## src/rtl/alu_issue.sv

```systemverilog
// rtl/alu_issue.sv - ALU issue stage: decode, operand register, 4-deep in-order response FIFO
module alu_issue (
    input  logic        clk,
    input  logic        reset,
    input  logic        req_valid,
    output logic        req_ready,
    input  logic [1:0]  req_aluop,
    input  logic [2:0]  req_funct3,
    input  logic        req_funct7b5,
    input  logic        req_op5,
    input  logic [31:0] req_a,
    input  logic [31:0] req_b,
    output logic [31:0] alu_a,
    output logic [31:0] alu_b,
    output logic [3:0]  alu_control,
    input  logic [31:0] alu_result,
    input  logic        alu_zero,
    output logic        rsp_valid,
    input  logic        rsp_ready,
    output logic [31:0] rsp_result,
    output logic        rsp_zero,
    output logic        rsp_illegal
);

    logic [3:0]  dec_ctl;
    logic        dec_ill;
    logic        issue_vld;
    logic        issue_ill;
    logic [31:0] fifo_result [4];
    logic        fifo_zero   [4];
    logic        fifo_ill    [4];
    logic [1:0]  wr_ptr;
    logic [1:0]  rd_ptr;
    logic [2:0]  fifo_count;
    logic [2:0]  occupancy;
    logic        accept;
    logic        push;
    logic        pop;

    always_comb begin
        dec_ctl = 4'b0010;
        dec_ill = 1'b0;
        case (req_aluop)
            2'b00: dec_ctl = 4'b0010;
            2'b01: dec_ctl = 4'b0110;
            2'b10: begin
                case (req_funct3)
                    3'b000:  dec_ctl = (req_op5 & req_funct7b5) ? 4'b0110 : 4'b0010;
                    3'b010:  dec_ctl = 4'b0111;
                    3'b110:  dec_ctl = 4'b0001;
                    3'b111:  dec_ctl = 4'b0000;
                    default: dec_ill = 1'b1;
                endcase
            end
            default: dec_ill = 1'b1;
        endcase
    end

    // The in-flight issue slot counts as occupied so a push can never find the FIFO full.
    assign occupancy = fifo_count + {2'b00, issue_vld};
    assign req_ready = (occupancy < 3'd4);
    assign accept    = req_valid & req_ready;
    assign push      = issue_vld;
    assign rsp_valid = (fifo_count != 3'd0);
    assign pop       = rsp_valid & rsp_ready;

    assign rsp_result  = fifo_result[rd_ptr];
    assign rsp_zero    = fifo_zero[rd_ptr];
    assign rsp_illegal = fifo_ill[rd_ptr];

    always_ff @(posedge clk) begin
        if (reset) begin
            issue_vld   <= 1'b0;
            issue_ill   <= 1'b0;
            alu_a       <= 32'd0;
            alu_b       <= 32'd0;
            alu_control <= 4'b0000;
            wr_ptr      <= 2'd0;
            rd_ptr      <= 2'd0;
            fifo_count  <= 3'd0;
        end else begin
            issue_vld <= accept;
            if (accept) begin
                alu_a       <= req_a;
                alu_b       <= req_b;
                alu_control <= dec_ctl;
                issue_ill   <= dec_ill;
            end
            if (push) begin
                wr_ptr <= wr_ptr + 2'd1;
            end
            if (pop) begin
                rd_ptr <= rd_ptr + 2'd1;
            end
            fifo_count <= fifo_count + {2'b00, push} - {2'b00, pop};
        end
    end

    // Payload storage needs no reset; validity is carried entirely by fifo_count.
    always_ff @(posedge clk) begin
        if (push) begin
            fifo_result[wr_ptr] <= issue_ill ? 32'd0 : alu_result;
            fifo_zero[wr_ptr]   <= issue_ill ? 1'b0 : alu_zero;
            fifo_ill[wr_ptr]    <= issue_ill;
        end
    end

endmodule

```

## config.mk

```make
export PLATFORM = sky130hd
export DESIGN_NAME = alu_issue
export DESIGN_NICKNAME = d
export VERILOG_FILES = /design/src/rtl/alu_issue.sv
export SDC_FILE = /design/constraint.sdc
export NUM_CORES = 1
export LEC_CHECK = 0
export ABC_AREA = 1
export CAP_MARGIN = 30
export CORE_MARGIN = 4
export CORE_UTILIZATION = 31
export DETAILED_ROUTE_END_ITERATION = 8
export DONT_BUFFER_PORTS = 1
export PLACE_DENSITY_LB_ADDON = 0.15
export SYNTH_ARGS = -nofsm -noshare
export SYNTH_HDL_FRONTEND = slang
export SYNTH_SLANG_ARGS = --single-unit
```

## constraint.sdc

```tcl
create_clock -name clk -period 4.9 [get_ports clk]
set_clock_uncertainty 0.1 [all_clocks]
set_input_delay 1.225 -clock clk [delete_from_list [all_inputs] [get_ports clk]]
set_output_delay 1.225 -clock clk [all_outputs]
set_load 0.02 [all_outputs]
```

* After elaboration in Yosys (flattened, before gate mapping)
Memories as Yosys holds them, arrays and structs flattened. A register that Yosys moved wholly into a read port is not among the register bits. Cells that the tools add are included.
Storage, ports and cells: register bits after elaboration 77, RAM bits 136, output and inout port bits 104, logic and storage cells 44, memories 3
Operators by class: $add $sub $neg 4, magnitude comparators 1, equality and inequality tests 5, mux-type cells 15, bitwise gates (word level) 3, reductions and logical operators 5
Memory list:
- fifo_result | depth 4, width 32, read ports 1, clocked after Yosys merged registers in 1, wr ports 1, line 29 | logic [31:0] fifo_result [4];
- fifo_ill | depth 4, width 1, read ports 1, clocked after Yosys merged registers in 1, wr ports 1, line 31 | logic fifo_ill [4];
- fifo_zero | depth 4, width 1, read ports 1, clocked after Yosys merged registers in 1, wr ports 1, line 30 | logic fifo_zero [4];
Operators by type and width (count):
- $mux 32 | 1
- $mux 2 | 6
- $pmux 3 s4 | 1
- $eq 3x3->1 const B | 2
- $pmux 3 s2 | 1
- $add 2x1->2 const B | 2
- $mux 1 | 4
- $reduce_or 4->1 | 1
- $add 3x1->3 | 1
- $and 1x1->1 | 3
- $eq 3x2->1 const B | 1
- $logic_not 3->1 | 1
- $lt 3x3->1 const B | 1
- $mux 3 | 1
- $reduce_bool 3->1 | 1
- $sub 3x1->3 | 1
- $eq 2x1->1 const B | 1
- $eq 2x2->1 const B | 1
- $logic_not 2->1 | 1
- $pmux 1 s2 | 1
- $reduce_or 2->1 | 1

* Longest topological paths before layout
Gate-level depths: netlist of the first run.
depth in word-level cells 4, mapped depth 10, mapped depth without buffers 9

* Worst setup path after synthesis of the first run
Ideal clock, no wire load.
path kind register to output, start register (tool-made name), end output port rsp_result[0], data arrival time 1.248 ns, slack 2.327 ns, stages on the path, launching flop included 7, cells stage by stage dfxtp_1 > clkbuf_1 > inv_1 > buf_2 > buf_4 > nor2_1 > o22ai_1
RTL lines:
- to (decl) | line 20 | output logic [31:0] rsp_result,

==> results of run 1 <==
-- routing by layer --
| metal | wire [um] | vias up | GRT usage (%) |
|---|---|---|---|
| li1 | - | 2598 | - |
| met2 | 9386 | 219 | 22.20 |
| met5 | 0 | - | 0 |
| met1 | 8066 | 2478 | 16.03 |
| met3 | 2112 | 37 | 5.430 |
| met4 | 497 | 0 | 3.996 |
-- power groups by stage --
stage / Combinational (uW) / Clock (uW) / Sequential, uW
6_report: 951 / 1800 / 2260
5_1_grt: 1080 / 1940 / 2280
4_1_cts: 984 / 1860 / 2270
3_5_place_dp: 984 / 0 / 2300
3_3_place_gp: 911 / 0 / 2320
2_1_floorplan: 775 / 0 / 2270
-- sequential cells by signal, summed over array words and instances, names as in the netlist, named ones only --
signal       flops
alu_a           32
alu_b           32
alu_control      3
fifo_count       3
fifo_ill         4
fifo_result    128
fifo_zero        4
issue_ill        1
issue_vld        1
rd_ptr           2
wr_ptr           2
-- worst register-to-register path, cell delays in order (launching register included) --
cell     delay [ns]
dfxtp_1        0.38
ha_1           0.24
ha_1           0.19
inv_1          0.05
nand2_1        0.06
nand3_2        0.09
buf_4          0.56
nand2_1        0.16
a21oi_1        0.20
-- kinds of logic after synthesis --
family	after synthesis	synth area share (%)
flip-flops	214	68.68
AND/OR/NAND/NOR	272	12.59
other	1	0.04562
XOR/XNOR	2	0.2131
AO/OA/AOI/OAI	176	11.23
adder cells (fa/ha/maj)	11	1.674
buffers and inverters	105	5.571
-- per-stage QoR --
stage	area [um^2]	utilization (%)
floorplan	8220	-
global placement	8424	32.33
detailed placement	8532	32.74
CTS	9353	35.89
global route	9353	35.89
finish	9353	35.89
-- path summary, 6_finish.rpt --
path	from	endpoint	depth (start not counted)
worst max-delay path	flop	rsp_zero	3
worst min-delay path	rd_ptr[1]	rd_ptr[1]	2
worst max register to register	issue_vld	alu_a[9]	8
worst min register to register	rd_ptr[1]	rd_ptr[1]	2
-- final cells by class --
class,count,area share (%)
Clock buffer,30,7.559
Clock inverter,15,1.217
Inverter,56,2.247
Multi-Input combinational cell,462,22.64
Sequential cell,214,60.39
Tap cell,335,4.482
Timing Repair Buffer,9,1.472
-- Yosys cell counts (all sizes together) --
| master | count |
|---|---|
| ha | 11 |
| inv | 56 |
| dfxtp | 78 |
| nand3 | 2 |
| clkbuf | 33 |
| nor2 | 117 |
| and2 | 1 |
| conb | 1 |
| buf | 16 |
| edfxtp | 136 |
| xor2 | 1 |
| a21oi | 71 |
| o21ai | 71 |
| nand2 | 151 |
| nor3 | 1 |
| o22ai | 34 |
| xnor2 | 1 |
==> metrics.txt, run 1 <==
NetSw=1608 uW; cts hold-fix bufs=0; largest net degree at the start of global routing=74; total setup buffers inserted after CTS=0; commonest non-fill, non-tap cell in the layout=nand2_1; Worst path top cell family by delay=compound AO/OA/AOI/OAI gates; RSZ-0062 raised after global routing=false; Post-Syn Area=8220 um^2; clock network power share=35.9%; Leakage=0.003439 uW; hold_ws=0.3995 ns; area growth from synthesis to layout=13.77%; Die ar.=29190 um^2; 1st-iter DRT viols=260; Mapped Cells=781; Total GRT Usage=13.36%; share of layout cells above drive strength 1=7.506%; post-cts resize count=0; final hold violation count=0; H-tree levels=1; CTS sink cnt=214; DP Cell Count=1076; Place WS=1.918 ns; routed length per placed instance=17.90 um; pwr dens=536.5 nW/um^2; post-synth top area cell=edfxtp_1; VDD IR max=0.2779 mV; Chip Height=170.8 um; Hold Path Class=reg2reg; Rel. slew slack=37.96%; Final Instance Count excl. Fillers=1121; Max Slew Vio Count=0; sequential share of power=45.1%; syn nets=900; CTS root buf=clkbuf_16; setup ws final=1.413 ns; CP max-delay cell=o22ai_1; CP cell instances=buf_4 -> o21ai_0 -> o22ai_1; DP Wirelength=12.58 mm; Critical Path End Type=primary output; commonest non-fill, non-tap cells in the layout=151 x nand2_1, 136 x edfxtp_1, 116 x nor2_1, 76 x dfxtp_1; FF-to-FF setup slack=2.81 ns; WP buf/inv=1; sequential area share after synthesis=68.68%; Cell Rows=59; synth warn=0; Tcrit/Tclk final=71.17%; first-pass GRT wire length=30.79 mm; initial antenna violation count=0; core box area=26060 um^2; Max Cap Viol=0; GPL Wtd Cong=0.7814; Critical Path Fanout Max=68; Final Net Count=887; area share of the largest cell type after synthesis=49.68%; Avg Cell Area, Syn=10.53 um^2; Least-Margin Pin Slew=0.9292 ns; Synth cell types=23; Critical Setup Path Class=reg2out; Clock Latency Late Sink=0.51 ns; Worst Path Arrival=2.16 ns; post-route ant nets=0; status=completed; DR pass1 iterations=4; delay of the slowest critical-path stage=0.53 ns; Seq cells post-synth=214; clk buf depth=3; GRT overflow=0; Final Setup Violations=0; Port Buffers=0; CTS tree=yes; post-DR vias/cell=4.756; setup_tns=0 ns; Critical Path RT=3.58 ns; min Tclk post-route=3.487 ns; Reg area=5648 um^2; dominant cells by area after synthesis=edfxtp_1 50%, dfxtp_1 19%, nand2_1 6.9%, nor2_1 5.3%, a21oi_1 4.3%; residual DRC count=0; Tot Pwr=5017 uW; area of the multi-input gates=2117 um^2; fill count=2577; Comb power frac=19.0%; Horiz. Die Dim=170.8 um; Power Internal=3410 uW; highest clock rate=286.7 MHz; # IOs=212; Initial Util=31.55%; vias in the first global route=5466; ant diodes=0; DR vias=5332; total CTS buffers=25; WL final=20.06 mm; switch share=32.04%; Critical Path Start Type=flop; Clock transition at path regs=0.06 ns
(Power assumes the default switching activity.)
==> run 2, diff against run 1 <==
- clock period: 4.9 -> 3.4 ns (I/O delays scaled with it)
==> run 2 against run 1 <==
Compared with the run above: utilization shrank 0.31 points; first-iteration DRC count up 18%; sequential share of layout area up 0.56 points; final cell count about the same; register-to-register slack got worse by 1.7 ns; sequential power rose by 47%; setup slack worse by 1.1 ns; critical path type unchanged.
==> metrics.txt, run 2 (synthesis results as in run 1) <==
status=completed (unchanged); Tcrit/Tclk final=91.28%; hold_ws=0.3104 ns (was 0.3995 ns); Critical Path Start Type=flop (unchanged); Horiz. Die Dim=170.8 um (unchanged); Largest register FFs=128 (unchanged); Total GRT Usage=13.40% (was 13.36%); Port Buffers=0 (unchanged); area growth from synthesis to layout=12.79% (was 13.77%); Reg area=5650 um^2 (was 5648 um^2); CP max-delay cell=o22ai_1 (unchanged); highest clock rate=322.2 MHz; Max Cap Viol=0 (unchanged); Clock Latency Late Sink=0.51 ns (about the same); Final Net Count=886 (was 887); H-tree levels=1 (unchanged); delay of the slowest critical-path stage=0.49 ns (was 0.53 ns); Critical Path Fanout Max=56 (was 68); largest net degree at the start of global routing=74 (unchanged); Layout Utilization=35.58% (was 35.89%); Cell Rows=59 (unchanged); setup_tns=0 ns (unchanged); # IOs=212 (unchanged); largest register by flop count=fifo_result (unchanged); total setup buffers inserted after CTS=0 (unchanged); Critical Setup Path Class=reg2out (unchanged); Clock transition at path regs=0.06 ns (about the same); ant diodes=0 (unchanged); final hold violation count=0 (unchanged); routed length per placed instance=18.03 um (was 17.90 um); Worst Path Arrival=2.15 ns (was 2.16 ns); residual DRC count=0 (unchanged); Final Cell Area=9271 um^2 (was 9353 um^2); CP cell instances=inv_2 -> buf_12 -> o21ai_0 -> o22ai_1 (was buf_4 -> o21ai_0 -> o22ai_1); Die ar.=29190 um^2 (unchanged); Hold Path Class=in2reg (was reg2reg); share of layout cells above drive strength 1=7.261% (was 7.506%); min Tclk post-route=3.103 ns; first-pass GRT wire length=31.08 mm (was 30.79 mm); total CTS buffers=24 (was 25); FF-to-FF setup slack=1.09 ns (was 2.81 ns); fill count=2616 (was 2577); Critical Path End Type=primary output (unchanged); CTS sink cnt=214 (unchanged); VDD IR max=0.3602 mV (was 0.2779 mV); post-route ant nets=0 (unchanged); CTS tree=yes (unchanged); DR vias=5346 (was 5332); Final Setup Violations=0 (unchanged); WP buf/inv=2 (was 1); Regs by FF count=fifo_result (128), alu_a (32), alu_b (32) (unchanged); DR pass1 iterations=4 (unchanged); Critical Path RT=2.45 ns (was 3.58 ns); Area after DPL=8474 um^2 (was 8532 um^2); 1st-iter DRT viols=306 (was 260); Least-Margin Pin Slew=0.9531 ns (was 0.9292 ns); Worst path top cell family by delay=compound AO/OA/AOI/OAI gates (unchanged); Initial Util=31.55% (unchanged); pwr dens=773.0 nW/um^2 (was 536.5 nW/um^2); Max Slew Vio Count=0 (unchanged); clk buf depth=3 (unchanged); CP Depth=4 (was 3); R2R depth=9 (was 8); DP Wirelength=12.76 mm (was 12.58 mm); post-DR vias/cell=4.773 (was 4.756); hold depth=1 (was 2); WL final=20.19 mm (was 20.06 mm); GPL Wtd Cong=0.8182 (was 0.7814); vias in the first global route=5606 (was 5466); CTS root buf=clkbuf_16 (unchanged); area of the multi-input gates=2117 um^2 (unchanged); initial antenna violation count=0 (unchanged); RSZ-0062 raised after global routing=false (unchanged); Leakage=0.003420 uW (was 0.003439 uW); Chip Height=170.8 um (unchanged); core box area=26060 um^2 (unchanged); Rel. slew slack=36.36% (was 37.96%); GRT overflow=0 (unchanged); commonest non-fill, non-tap cell in the layout=nand2_1 (unchanged); commonest non-fill, non-tap cells in the layout=151 x nand2_1, 136 x edfxtp_1, 116 x nor2_1, 76 x dfxtp_1 (unchanged)
[run 2: metal layers]
| metal | GRT usage (%) | vias up | part of all wire, % |
|---|---|---|---|
| li1 | - | 2593 | - |
| met1 | 15.91 | 2489 | 39 |
| met2 | 22.04 | 233 | 46 |
| met3 | 6.007 | 31 | 12 |
| met4 | 4.030 | 0 | 2.4 |
| met5 | 0 | - | 0 |
[run 2: path summary, 6_finish.rpt]
path	start	to
min	reset	alu_b[17]
max reg2reg	issue_vld	alu_a[23]
max	flop	rsp_result[13]
min reg2reg	rd_ptr[1]	rd_ptr[1]
[run 2: per-stage QoR]
| step | power (uW) | std cells | setup slack (ns) |
|---|---|---|---|
| after floorplan | 4385 | 781 | 1.202 |
| after global placement | 4670 | 1076 | 0.6747 |
| after detailed placement | 4719 | 1076 | 0.5612 |
| after CTS | 7294 | 1120 | 0.008438 |
| after global routing | 7570 | 1120 | 0.09787 |
| final | 7167 | 1120 | 0.2966 |
[run 2: area by class of cell]
type                            instances  area share (%)
Sequential cell                       214           60.94
Multi-Input combinational cell        462           22.83
Clock buffer                           37           8.138
Tap cell                              335           4.521
Inverter                               56           2.267
Timing Repair Buffer                    9          0.8637
Clock inverter                          7          0.4318
[run 2: power by group]
group	internal (uW)	switching, uW	leakage (uW)
Sequential	3030	300	0.00189
Clock	1530	1020	0.000398
Combinational	318	972	0.00113
Total	4880	2290	0.00342
[run 2: repair_timing]
item                                    4_1_cts  5_1_grt
hold buffers                                  0        0
gates resized for setup                       0        1
endpoints found under the setup margin        0       18
